===== src/rtl/uart_pkg.sv =====
// uart_pkg: state encoding and default oversampling ratio shared by the UART transmitter and receiver.
package uart_pkg;
  typedef enum logic [1:0] {IDLE, START, DATA, STOP} state_t;
  localparam int OS = 16;
endpackage


===== src/rtl/uart_tx_fifo_reader.sv =====
// uart_tx_fifo_reader: pops bytes from the tx FIFO and serialises them LSB first onto tx, paced by s_tick.
module uart_tx_fifo_reader #(
  parameter int DBIT = 8,
  parameter int SB_TICK = 16,
  parameter int OS = uart_pkg::OS
) (
  input  logic            clk,
  input  logic            rst,
  input  logic            s_tick,
  input  logic            en,
  input  logic            fifo_empty,
  input  logic [DBIT-1:0] fifo_r_data,
  output logic            fifo_rd,
  output logic            tx,
  output logic            busy,
  output logic            tx_done_tick
);
  import uart_pkg::*;
  localparam int SW = $clog2(OS > SB_TICK ? OS : SB_TICK);
  localparam int NW = $clog2(DBIT);
  state_t state_q, state_d;
  logic [SW-1:0] s_q, s_d;
  logic [NW-1:0] n_q, n_d;
  logic [DBIT-1:0] b_q, b_d;
  logic tx_q, tx_d;
  logic fetch;
  // rst gates the fetch so an IDLE state held by reset never pops the FIFO
  assign fetch = en & ~fifo_empty & ~rst;
  assign tx = tx_q;
  assign busy = state_q != IDLE;
  always_ff @(posedge clk or posedge rst)
    if (rst) begin
      state_q <= IDLE;
      s_q <= '0;
      n_q <= '0;
      b_q <= '0;
      tx_q <= 1'b1;
    end else begin
      state_q <= state_d;
      s_q <= s_d;
      n_q <= n_d;
      b_q <= b_d;
      tx_q <= tx_d;
    end
  always_comb begin
    state_d = state_q;
    s_d = s_q;
    n_d = n_q;
    b_d = b_q;
    tx_d = 1'b1;
    fifo_rd = 1'b0;
    tx_done_tick = 1'b0;
    case (state_q)
      IDLE: if (fetch) begin
        fifo_rd = 1'b1;
        b_d = fifo_r_data;
        s_d = '0;
        state_d = START;
      end
      START: begin
        tx_d = 1'b0;
        if (s_tick) begin
          s_d = s_q == SW'(OS - 1) ? '0 : s_q + 1'b1;
          if (s_q == SW'(OS - 1)) begin
            n_d = '0;
            state_d = DATA;
          end
        end
      end
      DATA: begin
        tx_d = b_q[0];
        if (s_tick) begin
          s_d = s_q == SW'(OS - 1) ? '0 : s_q + 1'b1;
          if (s_q == SW'(OS - 1)) begin
            b_d = b_q >> 1;
            n_d = n_q == NW'(DBIT - 1) ? n_q : n_q + 1'b1;
            state_d = n_q == NW'(DBIT - 1) ? STOP : DATA;
          end
        end
      end
      default: if (s_tick) begin
        s_d = s_q == SW'(SB_TICK - 1) ? '0 : s_q + 1'b1;
        // last stop tick doubles as the fetch slot so queued bytes go out with no idle gap
        if (s_q == SW'(SB_TICK - 1)) begin
          tx_done_tick = 1'b1;
          fifo_rd = fetch;
          b_d = fetch ? fifo_r_data : b_q;
          state_d = fetch ? START : IDLE;
        end
      end
    endcase
  end
endmodule


===== config.mk =====
export PLATFORM = sky130hd
export DESIGN_NAME = uart_tx_fifo_reader
export DESIGN_NICKNAME = d
export VERILOG_FILES = /design/src/rtl/uart_pkg.sv /design/src/rtl/uart_tx_fifo_reader.sv
export SDC_FILE = /design/constraint.sdc
export NUM_CORES = 1
export LEC_CHECK = 0
export CAP_MARGIN = 0
export CELL_PAD_IN_SITES_DETAIL_PLACEMENT = 1
export CELL_PAD_IN_SITES_GLOBAL_PLACEMENT = 1
export CORE_ASPECT_RATIO = 1.2
export CORE_MARGIN = 2
export CORE_UTILIZATION = 41
export CTS_CLUSTER_SIZE = 12
export DETAILED_ROUTE_END_ITERATION = 6
export GPL_TIMING_DRIVEN = 0
export MAX_ROUTING_LAYER = met4
export PLACE_DENSITY_LB_ADDON = 0.12
export SYNTH_ARGS = -nofsm -noshare
export SYNTH_HDL_FRONTEND = slang
export SYNTH_SLANG_ARGS = --single-unit

===== constraint.sdc =====
create_clock -name clk -period 2.4 [get_ports clk]
set_clock_uncertainty 0.15 [all_clocks]
set_input_delay 0.36 -clock clk [delete_from_list [all_inputs] [get_ports clk]]
set_output_delay 0.36 -clock clk [all_outputs]
set_load 0.05 [all_outputs]

== After elaboration in Yosys (flattened, before gate mapping) ==
Cells that the tools add are included.

* Logic and storage cells: 67
* Register bits after elaboration: 18
* ROM bits: 0
* Latch bits: 0
* Bits of input ports: 13
* Memories kept: 0
* Bits in writable memories: 0

* Div/mod/pow operators: 0
* $mul: 0
* Reduce and logical (&&, ||, !) cells: 11
* Muxes and demuxes: 34
* $add $sub $neg: 2
* Bitwise logic cells: 5
* Equality and inequality tests: 10
* Magnitude comparators: 0
* Shift-type cells: 0

{| class="wikitable"
|+ Operators with widths
! cell !! count
|-
| two-way mux 8 bit || 5
|-
| one-hot mux 8 bit (3 select lines) || 1
|-
| two-way mux 4 bit || 4
|-
| two-way mux 3 bit || 5
|-
| two-way mux 2 bit || 7
|-
| != test 2 bit (second input constant) || 6
|-
| two-way mux 1 bit || 8
|-
| nonzero test 2 bit || 4
|-
| AND reduction 7 bit || 1
|-
| one-hot mux 2 bit (3 select lines) || 1
|-
| one-hot mux 3 bit (2 select lines) || 1
|-
| AND reduction 6 bit || 1
|-
| AND reduction 5 bit || 1
|-
| adder 4 x 1 -> 4 bit (second input constant) || 1
|-
| == test 4 bit (second input constant) || 1
|-
| one-hot mux 1 bit (2 select lines) || 2
|-
| adder 3 x 1 -> 3 bit (second input constant) || 1
|-
| == test 3 bit (second input constant) || 1
|-
| NOT 1 bit || 3
|-
| OR reduction 3 bit || 1
|-
| bitwise AND 1 bit || 2
|-
| == test 2 x 1 -> 1 bit (second input constant) || 1
|-
| == test 2 bit (second input constant) || 1
|-
| zero test 2 bit || 1
|-
| 2 further kinds || 2
|}

== Longest topological paths before layout ==
Gate-level depths: netlist of run 1.

* Depth after elaboration: 7
* Gate-level depth with buffers: 7

== Worst setup path before layout of run 1 ==
Ideal clock, no wire load.

* Path type: register to register
* From: register state_q[0]
* To: register state_q[1]
* Cell stages (with the launch flop): 8
* Period minus slack after synthesis: 2.246 ns
* Arrival: 1.972 ns
* Path slack: 0.154 ns
* Cell sequence: dfrtp_1 > inv_1 > ha_1 > buf_2 > inv_1 > nor2_1 > nor3_1 > mux2_2

* Cells in the longest elaborated chain, start to end: 3
* Elaborated cells on any way between the ends: 12
* Classes of those cells: 7 x eq/ne; 1 x mux; 4 x reduce/logical

{| class="wikitable"
|+ RTL lines
! what !! line !! RTL
|-
| start, declared || uart_tx_fifo_reader.sv:21 || <nowiki>state_t state_q, state_d;</nowiki>
|-
| start signal, assigned || uart_tx_fifo_reader.sv:39 || <nowiki>state_q <= state_d;</nowiki>
|-
| == test 2 x 1 -> 1 bit (tied with other cells) || uart_tx_fifo_reader.sv:53 || <nowiki>case (state_q)</nowiki>
|-
| != test 2 bit (no line) / nonzero test 2 bit (equally long branches) || -- ||
|-
| AND reduction 7 bit (no line) || -- ||
|}

Parallel ways exist; a longest one is shown, timed or not.
A chain may end at the register's enable or synchronous reset.

== Final worst setup path of run 1 ==
* From: register s_q[0]
* To: output port fifo_rd

* Cells in the longest elaborated chain, start to end: 4

{| class="wikitable"
|+ RTL lines
! what !! line !! RTL
|-
| start, declared || uart_tx_fifo_reader.sv:22 || <nowiki>logic [SW-1:0] s_q, s_d;</nowiki>
|-
| start signal, assigned || uart_tx_fifo_reader.sv:34 || <nowiki>s_q <= '0;</nowiki>
|-
| start signal, assigned || uart_tx_fifo_reader.sv:40 || <nowiki>s_q <= s_d;</nowiki>
|-
| == test 4 bit || uart_tx_fifo_reader.sv:84 || <nowiki>if (s_q == SW'(SB_TICK - 1)) begin</nowiki>
|-
| two-way mux 1 bit || uart_tx_fifo_reader.sv:84 ||
|-
| two-way mux 1 bit || uart_tx_fifo_reader.sv:81 || <nowiki>default: if (s_tick) begin</nowiki>
|-
| one-hot mux 1 bit (2 select lines) || uart_tx_fifo_reader.sv:53 ||
|-
| end, declared || uart_tx_fifo_reader.sv:13 || <nowiki>output logic fifo_rd,</nowiki>
|}

Every way passes these cells.

==> reports/results.txt, run 1 <==
Wire length per cell - 13.53 um
Async S/R FF share, synth - 1.000
Seq/Total Area, Yosys - 0.4183
I/O Buffers - 15
Final Core Density - 0.5158
Setup crit start kind - flip-flop
Comb pwr share - 0.537
CTS tree - built
H-tree lvl count - 1
Period utilization - 0.9394
Met1 GRT Util - 0.1994
Synth area leaders - dfrtp_1 (39%), mux2_2 (18%), ha_1 (10%)
N_diodes - 0
Flop pwr share - 0.354
Die width - 50.85 um
Die ar. - 3062 um2
Synth cell types - 29
Status - complete, no violations
Drt total wl - 2.029 mm
First-pass GRT wire length - 3.781 mm
Final hold violations - 0
Core area - 2527 um2
Worst reg-to-reg setup slack - 260 ps
Antenna violations before repair - 0
Yosys Warn Count - 0
Tot GR Track Use - 0.1734
Syn Area/Cell - 11.13 um2
Worst slew pin tran - 713.1 ps
Hold Crit Depth - 3
Area leader, netlist - dfrtp_1
TritonCTS Buffers - 3
CP Max Fanout - 4
Via count - 787
Switch Pwr - 0.0005923 W
Vias per cell - 5.247
CTS hold repair buffers - 0
Largest net degree at the start of global routing - 19
Final instance area - 1304 um2
Hold Path Class - input port to flip-flop
DRC - 0
P_int - 0.0008841 W
Fmax achieved - 443.6 MHz
Layout Nets - 140
Max-slew violation count - 0
Hold EP - s_q[0]
DRT antenna net count - 0
Sw Share - 0.4012
Syn-to-layout area delta - 20.74%
Clock sinks - 18
CTS Buffer Depth - 2
Critical setup path kind - flip-flop to primary output
Clk_lat worst skew - 300 ps
Cells after Synth - 97
Synth top area share - 0.3940
Global Route met2 Usage - 0.2932
Min cycle time layout - 2255 ps
Top Usage Layer GRT - met2
Synth cell count leaders - dfrtp_1 (17), mux2_2 (17), inv_1 (10), ha_1 (9), a21oi_1 (7)
RePlAce Congestion - 0.7842
Slew margin rel. - 0.5241
Vias in the first global route - 852
Most used flip-flop cell after synthesis - dfrtp_1
Clk root buf - clkbuf_4
Worst hold start - s_tick
Max-cap violations - 0
Path depth of the worst reg2reg path - 6
Grt total ovfl - 0
Die H - 60.22 um
RSZ-0062 raised after global routing - no
Leakage power - 0.5894 nW
Initial DRC count - 1
Layout cells sized above 1 - 0.2821
Setup TNS - 0 ps
Synthesized Nets - 119
Worst vdd ir - 0.4769 mV
Power Density - 1132 nW/um2
CP required - 1890 ps
Io pins - 17
Crit Reg-Reg Startpoint - state_q[0]
Clock power frac - 0.109
EDFF count, synth - 0
Placement Cell Area - 1271 um2
Critical Path AT - 1740 ps
Crit. End Element - primary output
Filler cell count - 282
Row count - 20
Met3 Use GR - 0.03750
Post-detail-place hpwl - 1.572 mm
Worst R2R End - b_q[0]
Worst-path clk slew - 100 ps
Post-Synthesis Cell Area - 1080 um2
DR pass1 iterations - 4
Starting Density - 0.4272
#FFs+latches synth - 18
Finish-stage setup viols - 0
==> how the worst max path moves through the flow <==
stage / start / end / slack, ps
2_1_floorplan: state_q[0] / state_q[1] / 150
3_3_place_gp: fifo_empty / fifo_rd / -180
3_5_place_dp: rst / fifo_rd / -200
4_1_cts: s_q[0] / tx_done_tick / 0.9
5_1_grt: state_q[0] / fifo_rd / 20
6_report: s_q[0] / fifo_rd / 150
==> power by group through the flow <==
stage	sequential [W]	combinational (W)	clock [W]
2_1_floorplan	0.000540	0.000592	0
3_5_place_dp	0.000535	0.000789	0
3_3_place_gp	0.000526	0.000763	0
6_report	0.000523	0.000792	0.000161
5_1_grt	0.000543	0.000900	0.000183
4_1_cts	0.000527	0.000786	0.000174
==> layer usage <==
layer / up-vias / part of all wire
met3: 2 / 0.024
li1: 384 / -
met2: 10 / 0.54
met5: - / 0
met4: 0 / 0.013
met1: 391 / 0.42
==> cells in the final DEF (no fill, tap or decap), types with 2 or more instances in the layout <==
cell and instances:
clkbuf_1 2, nor2_1 5, dfrtp_1 17, mux2_2 17, o21ai_0 4, mux2i_1 3
clkdlybuf4s50_1 12, ha_1 8, nand2_1 4, clkbuf_4 5, a21oi_1 7, inv_1 9
==> flip-flops by register name, indices dropped and copies added, names as in the netlist <==
| register | cells |
|---|---|
| n_q | 3 |
| s_q | 4 |
| state_q | 2 |
| tx | 1 |
| b_q | 8 |
==> worst max-delay path, stage by stage, from the launching register on <==
cell,delay (ps)
dfrtp_1,420
ha_2,220
and4_1,230
and2_1,190
o21a_1,180
clkbuf_4,200
==> metrics by stage <==
stage,hold WS (ps),setup WS (ps),cells,power [W]
finish,226.3,145.5,150,0.001476
detailed placement,342.4,-196.8,145,0.001323
global route,246.8,21.79,150,0.001626
CTS,219.1,0.9015,149,0.001487
floorplan,147.8,153.6,97,0.001132
global placement,321.5,-175.1,145,0.001289
==> area by class of cell <==
| class | instances | area (um2) | area share |
|---|---|---|---|
| sequential | 18 | 451.7 | 0.3464 |
| tap | 33 | 41.29 | 0.03167 |
| multi-input combinational | 66 | 579.3 | 0.4443 |
| timing repair buffer | 16 | 151.4 | 0.1161 |
| clock buffer | 4 | 26.28 | 0.02015 |
| inverter | 10 | 37.54 | 0.02879 |
| buffer | 3 | 16.27 | 0.01248 |
==> repair_timing <==
item,CTS,global route
setup endpoints to repair,3,2
resized for setup,10,5
pin swaps,0,0
buffers inserted,0,1
==> kinds of logic (layout without fill, tap and decap cells) <==
logic type,count (synthesis),after routing,share of synthesized area
AOI/OAI and AO/OA,19,19,0.1136
adders and majority gates,9,9,0.1043
buffers and inverters,13,33,0.04751
DFF,18,18,0.4183
muxes,20,20,0.2051
and+or+nand+nor,18,18,0.1113
Note: power is estimated with default switching activity, not from simulation.
==> inputs of run 2 (changes only) <==
CORE_UTILIZATION = 48   (was 41)
DONT_BUFFER_PORTS = 1   (was not set)
==> run 2 against run 1 <==
Compared with the run above: via count down 0.89%; flip-flop and latch count unchanged; combinational power up 13%; non-clock buffer count down 7; cell area down 4.2%.
==> reports/results.txt, run 2 (synthesized netlist as in run 1, its figures left out) <==
Die ar. - 2646 um2 (-14%)
CP peak stage delay - 420 ps (about the same)
Die H - 55.96 um (-7.1%)
Buffers plus inverters on the worst setup path - 3 (+2)
Filler cell count - 228 (-19%)
Largest net degree at the start of global routing - 19 (unchanged)
Clock sinks - 18 (unchanged)
Period utilization - 0.9808 (+0.04143)
Vias per cell - 5.571 (+6.2%)
H-tree lvl count - 1 (unchanged)
CP Max Fanout - 6 (+2)
Placement Cell Area - 1117 um2 (-12%)
Worst hold slack - 177.5 ps (-48.85 ps)
Syn-to-layout area delta - 15.64%
Via count - 780 (-0.89%)
Io pins - 17 (unchanged)
Final instance area - 1249 um2 (-4.2%)
Drt total wl - 2.298 mm (+13%)
Largest register FFs - 8 (unchanged)
Critical setup path kind - flip-flop to primary output
TritonCTS Buffers - 3 (unchanged)
Vias in the first global route - 803 (-5.8%)
Layout cells sized above 1 - 0.3818 (+0.09977)
Critical Path AT - 1840 ps (+100 ps)
Finish-stage setup viols - 0 (unchanged)
Die width - 47.30 um (-7.0%)
CP required - 1890 ps (about the same)
Max-slew violation count - 0 (unchanged)
Row count - 18 (-10%)
Place WS - -116.8 ps (+80.01 ps)
RePlAce Congestion - 0.7465 (-4.8%)
Wire length per cell - 16.41 um (+21%)
Hold Path Class - input port to flip-flop
Starting Density - 0.5155 (+0.08830)
Setup crit start kind - flip-flop
CTS Buffer Depth - 2 (unchanged)
First-pass GRT wire length - 3.919 mm (+3.6%)
Final WS setup - 46.03 ps (-99.43 ps)
Antenna violations before repair - 0 (unchanged)
Worst vdd ir - 0.7060 mV (+48%)
Biggest register - b_q
DR pass1 iterations - 4 (unchanged)
Post-detail-place hpwl - 1.649 mm (+4.9%)
Met3 Use GR - 0.02922 (-0.008279)
Clk_lat worst skew - 290 ps (about the same)
Crit. End Element - primary output
CP max-delay cell - dfrtp_1
Worst slew pin tran - 689.1 ps (-23.96 ps)
Core area - 2095 um2 (-17%)
Final hold violations - 0 (unchanged)
Max-cap violations - 0 (unchanged)
Slew margin rel. - 0.5401 (+0.01599)
N_diodes - 0 (unchanged)
Initial DRC count - 4 (+3)
Worst-path clk slew - 100 ps (about the same)
Global Route met2 Usage - 0.3494 (+0.05619)
DRC - 0 (unchanged)
Leakage power - 0.5681 nW (-3.6%)
CTS tree - built
Tot GR Track Use - 0.2116 (+0.03816)
I/O Buffers - 0 (-15)
Top Usage Layer GRT - met2
Met1 GRT Util - 0.2537 (+0.05430)
Grt total ovfl - 0 (unchanged)
Power Density - 1285 nW/um2 (+13%)
Layout Nets - 133 (-5.0%)
Min cycle time layout - 2354 ps (+99.43 ps)
Largest registers - b_q (8), s_q (4), n_q (3)
Most frequent cells in the layout - mux2_2 (17), dfrtp_1 (17), ha_1 (8), buf_4 (8)
Clk root buf - clkbuf_4
Pwr Total - 0.001604 W (+8.7%)
RSZ-0062 raised after global routing - yes
CP delay by family, top - buffers and inverters
Critical-path cell list - inv_2 > ha_4 > buf_6 > clkinvlp_4 > nor2_2 > o21a_4
DRT antenna net count - 0 (unchanged)
Fmax achieved - 424.8 MHz (-4.2%)
Status - complete, no violations
==> run 2: cell types whose count changed in the layout (fill, tap and decap cells not counted), moves of 2 or more <==
cell             previous run  this run
buf_4                       1         8
clkbuf_4                    5         3
clkdlybuf4s50_1            12         0
inv_1                       9         7
==> run 2: report_power, final <==
group,leakage (nW),internal [W],switching (W)
Clock,0.0150,0.0000648,0.0000909
Combinational,0.328,0.000434,0.000458
Sequential,0.225,0.000445,0.000112
Total,0.568,0.000943,0.000661
==> run 2: per-stage QoR <==
step	utilization	std cells	TNS, ps
detailed placement	0.5335	127	-119.4
global route	0.5962	140	-17.60
CTS	0.5681	134	0
finish	0.5962	140	0
floorplan	-	97	0
global placement	0.5335	127	-48.98
==> run 2: path summary, 6_finish.rpt <==
kind,depth (start not counted),endpoint,slack [ps],from
setup / recovery,6,fifo_rd,50,state_q[0]
hold / removal,2,b_q[7],180,fifo_r_data[7]
setup reg to reg,7,state_q[1],120,state_q[0]
hold reg to reg,1,b_q[1],360,b_q[1]
max in group asynchronous,2,b_q[0],1210,rst
min in group asynchronous,2,b_q[7],460,rst
==> run 2: repair_timing <==
| item | 4_1_cts | 5_1_grt |
|---|---|---|
| endpoints found under the setup margin | 2 | 1 |
| hold buffers | 1 | 0 |
| setup buffers | 2 | 6 |
| endpoints found under the hold margin | 17 | 0 |
| pin swaps | 1 | 2 |
| gates resized for setup | 8 | 4 |
==> run 2: per-layer routing <==
layer / wire length [um] / up-vias
met2: 1308 / 13
met1: 899 / 391
met5: 0 / -
met3: 53 / 5
met4: 37 / 0
li1: - / 371
==> run 2: cell type report <==
cell class	count	area, um2	share of cell area
multi-input cells	66	601.8	0.4820
flip-flops and latches	18	451.7	0.3617
repair buffers	9	70.07	0.05611
inverters	10	41.29	0.03307
well taps	30	37.54	0.03006
clock buffers	4	26.28	0.02104
plain buffers	3	20.02	0.01603
==> run 2: worst register-to-register path, cell delays in order, from the launching register on <==
cell     delay [ps]
dfrtp_1         420
buf_4           140
buf_4           130
ha_1            270
nor2_1          240
a21oi_1         120
nor3_1          330
mux2_2          380
==> inputs of run 3 (changes only) <==
PLACE_DENSITY = 0.74   (was not set)
PLACE_DENSITY_LB_ADDON = not set   (was 0.12)
==> run 3 against run 2 <==
Compared with the run above: maximum frequency grew 1.4%; wire length shrank 4.0%; critical path depth is the same; largest cell class unchanged; critical path type unchanged; largest power group unchanged; via count shrank 2.6%; register-to-register slack gained 120 ps.
==> reports/results.txt, run 3 (synthesized netlist as in run 1, its figures left out) <==
Vias in the first global route - 818 (+1.9%)
DRC - 0 (unchanged)
Worst hold start - fifo_r_data[7]
H-tree lvl count - 1 (unchanged)
Worst vdd ir - 0.6862 mV (-2.8%)
Max-cap violations - 0 (unchanged)
Crit Reg-Reg Startpoint - state_q[0]
Biggest register - b_q
Die width - 47.30 um (unchanged)
N_diodes - 0 (unchanged)
DR pass1 iterations - 4 (unchanged)
Min cycle time layout - 2322 ps (-31.70 ps)
Max-slew violation count - 0 (unchanged)
Grt total ovfl - 0 (unchanged)
Clk root buf - clkbuf_4
Critical Path AT - 1810 ps (-30 ps)
I/O Buffers - 0 (unchanged)
Hold EP - b_q[7]
Worst slew pin tran - 708.1 ps (+18.97 ps)
Wire length per cell - 16.11 um (-1.9%)
Tot GR Track Use - 0.2065 (-0.005033)
Clk_lat worst skew - 300 ps (about the same)
Layout Nets - 130 (-2.3%)
CTS Buffer Depth - 2 (unchanged)
Die ar. - 2646 um2 (unchanged)
Clock sinks - 18 (unchanged)
Largest net degree at the start of global routing - 19 (unchanged)
Antenna violations before repair - 0 (unchanged)
Syn-to-layout area delta - 12.40%
CP required - 1890 ps (about the same)
Placement Cell Area - 1117 um2 (unchanged)
DRT antenna net count - 0 (unchanged)
Final hold violations - 0 (unchanged)
Setup crit start kind - flip-flop
First-pass GRT wire length - 3.774 mm (-3.7%)
CTS tree - built
Finish-stage setup viols - 0 (unchanged)
Final instance area - 1214 um2 (-2.8%)
Core area - 2095 um2 (unchanged)
Worst R2R End - b_q[0]
Period utilization - 0.9676 (-0.01321)
Die H - 55.96 um (unchanged)
Most frequent cells in the layout - mux2_2 (17), dfrtp_1 (17), ha_1 (9), inv_1 (7), a21oi_1 (7)
RePlAce Congestion - 0.7401 (-0.86%)
Io pins - 17 (unchanged)
Pwr Total - 0.001550 W (-3.4%)
Slew margin rel. - 0.5274 (-0.01266)
Final WS setup - 77.73 ps (+31.70 ps)
Leakage power - 0.5534 nW (-2.6%)
RSZ-0062 raised after global routing - yes
Hold Path Class - input port to flip-flop
Final Core Density - 0.5795 (-0.01673)
Starting Density - 0.5155 (unchanged)
Fmax achieved - 430.6 MHz (+1.4%)
Post-detail-place hpwl - 1.664 mm (+0.90%)
Status - complete, no violations
Crit. End Element - primary output
Hold Crit Depth - 2 (unchanged)
Worst-path clk slew - 100 ps (about the same)
Setup TNS - 0 ps (unchanged)
Path depth of the worst reg2reg path - 7 (unchanged)
TritonCTS Buffers - 3 (unchanged)
Worst reg-to-reg setup slack - 240 ps (+120 ps)
Place WS - -138.3 ps (-21.49 ps)
Drt total wl - 2.207 mm (-4.0%)
Row count - 18 (unchanged)
Via count - 760 (-2.6%)
Critical setup path kind - flip-flop to primary output
Filler cell count - 238 (+4.4%)
CP Max Fanout - 6 (unchanged)
Largest register FFs - 8 (unchanged)
Vias per cell - 5.547 (-0.43%)
Layout cells sized above 1 - 0.3551 (-0.02668)
Initial DRC count - 5 (+1)
Largest registers - b_q (8), s_q (4), n_q (3)
Power Density - 1277 nW/um2 (-0.61%)
## run 3: cell types whose count changed in the layout (fill, tap and decap cells not counted), sizes merged
cell	before	now
buf	10	7
## run 3: metal layers
metal,global-route usage,vias up,part of all wire
met4,0.09524,0,0.028
met3,0.01948,8,0.014
li1,-,363,-
met5,-,-,0
met2,0.3398,11,0.56
met1,0.2412,378,0.40
## run 3: through the flow
step	hold slack (ps)	cells
floorplan	147.8	97
global placement	239.3	127
detailed placement	250.4	127
CTS	162.9	134
global route	161.0	137
finish	168.6	137
## run 3: power by group
part,switching (W),internal [W]
Combinational,0.000438,0.000392
Sequential,0.000112,0.000445
Clock,0.0000984,0.0000650
## run 3: final cells by class
type | instances | area, um2 | area share
tap | 30 | 37.54 | 0.03093
multi-input combinational | 66 | 589.3 | 0.4856
clock buffer | 4 | 26.28 | 0.02165
buffer | 3 | 20.02 | 0.01649
sequential | 18 | 451.7 | 0.3722
timing repair buffer | 6 | 47.55 | 0.03918
inverter | 10 | 41.29 | 0.03402
## run 3: how the worst max path moves through the flow
| stage | start | endpoint | slack, ps | cells after the start |
|---|---|---|---|---|
| floorplan | state_q[0] | state_q[1] | 150 | 7 |
| global placement | state_q[0] | state_q[1] | -50 | 7 |
| detailed placement | state_q[0] | state_q[1] | -140 | 7 |
| CTS | state_q[0] | fifo_rd | 4 | 6 |
| global route | state_q[0] | fifo_rd | -10 | 6 |
| finish | state_q[0] | fifo_rd | 80 | 6 |
## run 3: critical path: stages (launching register included)
cell,delay [ps]
dfrtp_1,400
inv_2,90
ha_1,160
buf_6,130
clkinvlp_4,300
nor2_2,190
o21a_4,230
## run 3: what timing repair did
action,4_1_cts,5_1_grt
hold buffers,1,0
pin swaps,1,2
gates resized for setup,8,2
endpoints found under the setup margin,2,1
hold endpoints to repair,17,0
setup buffers,2,3
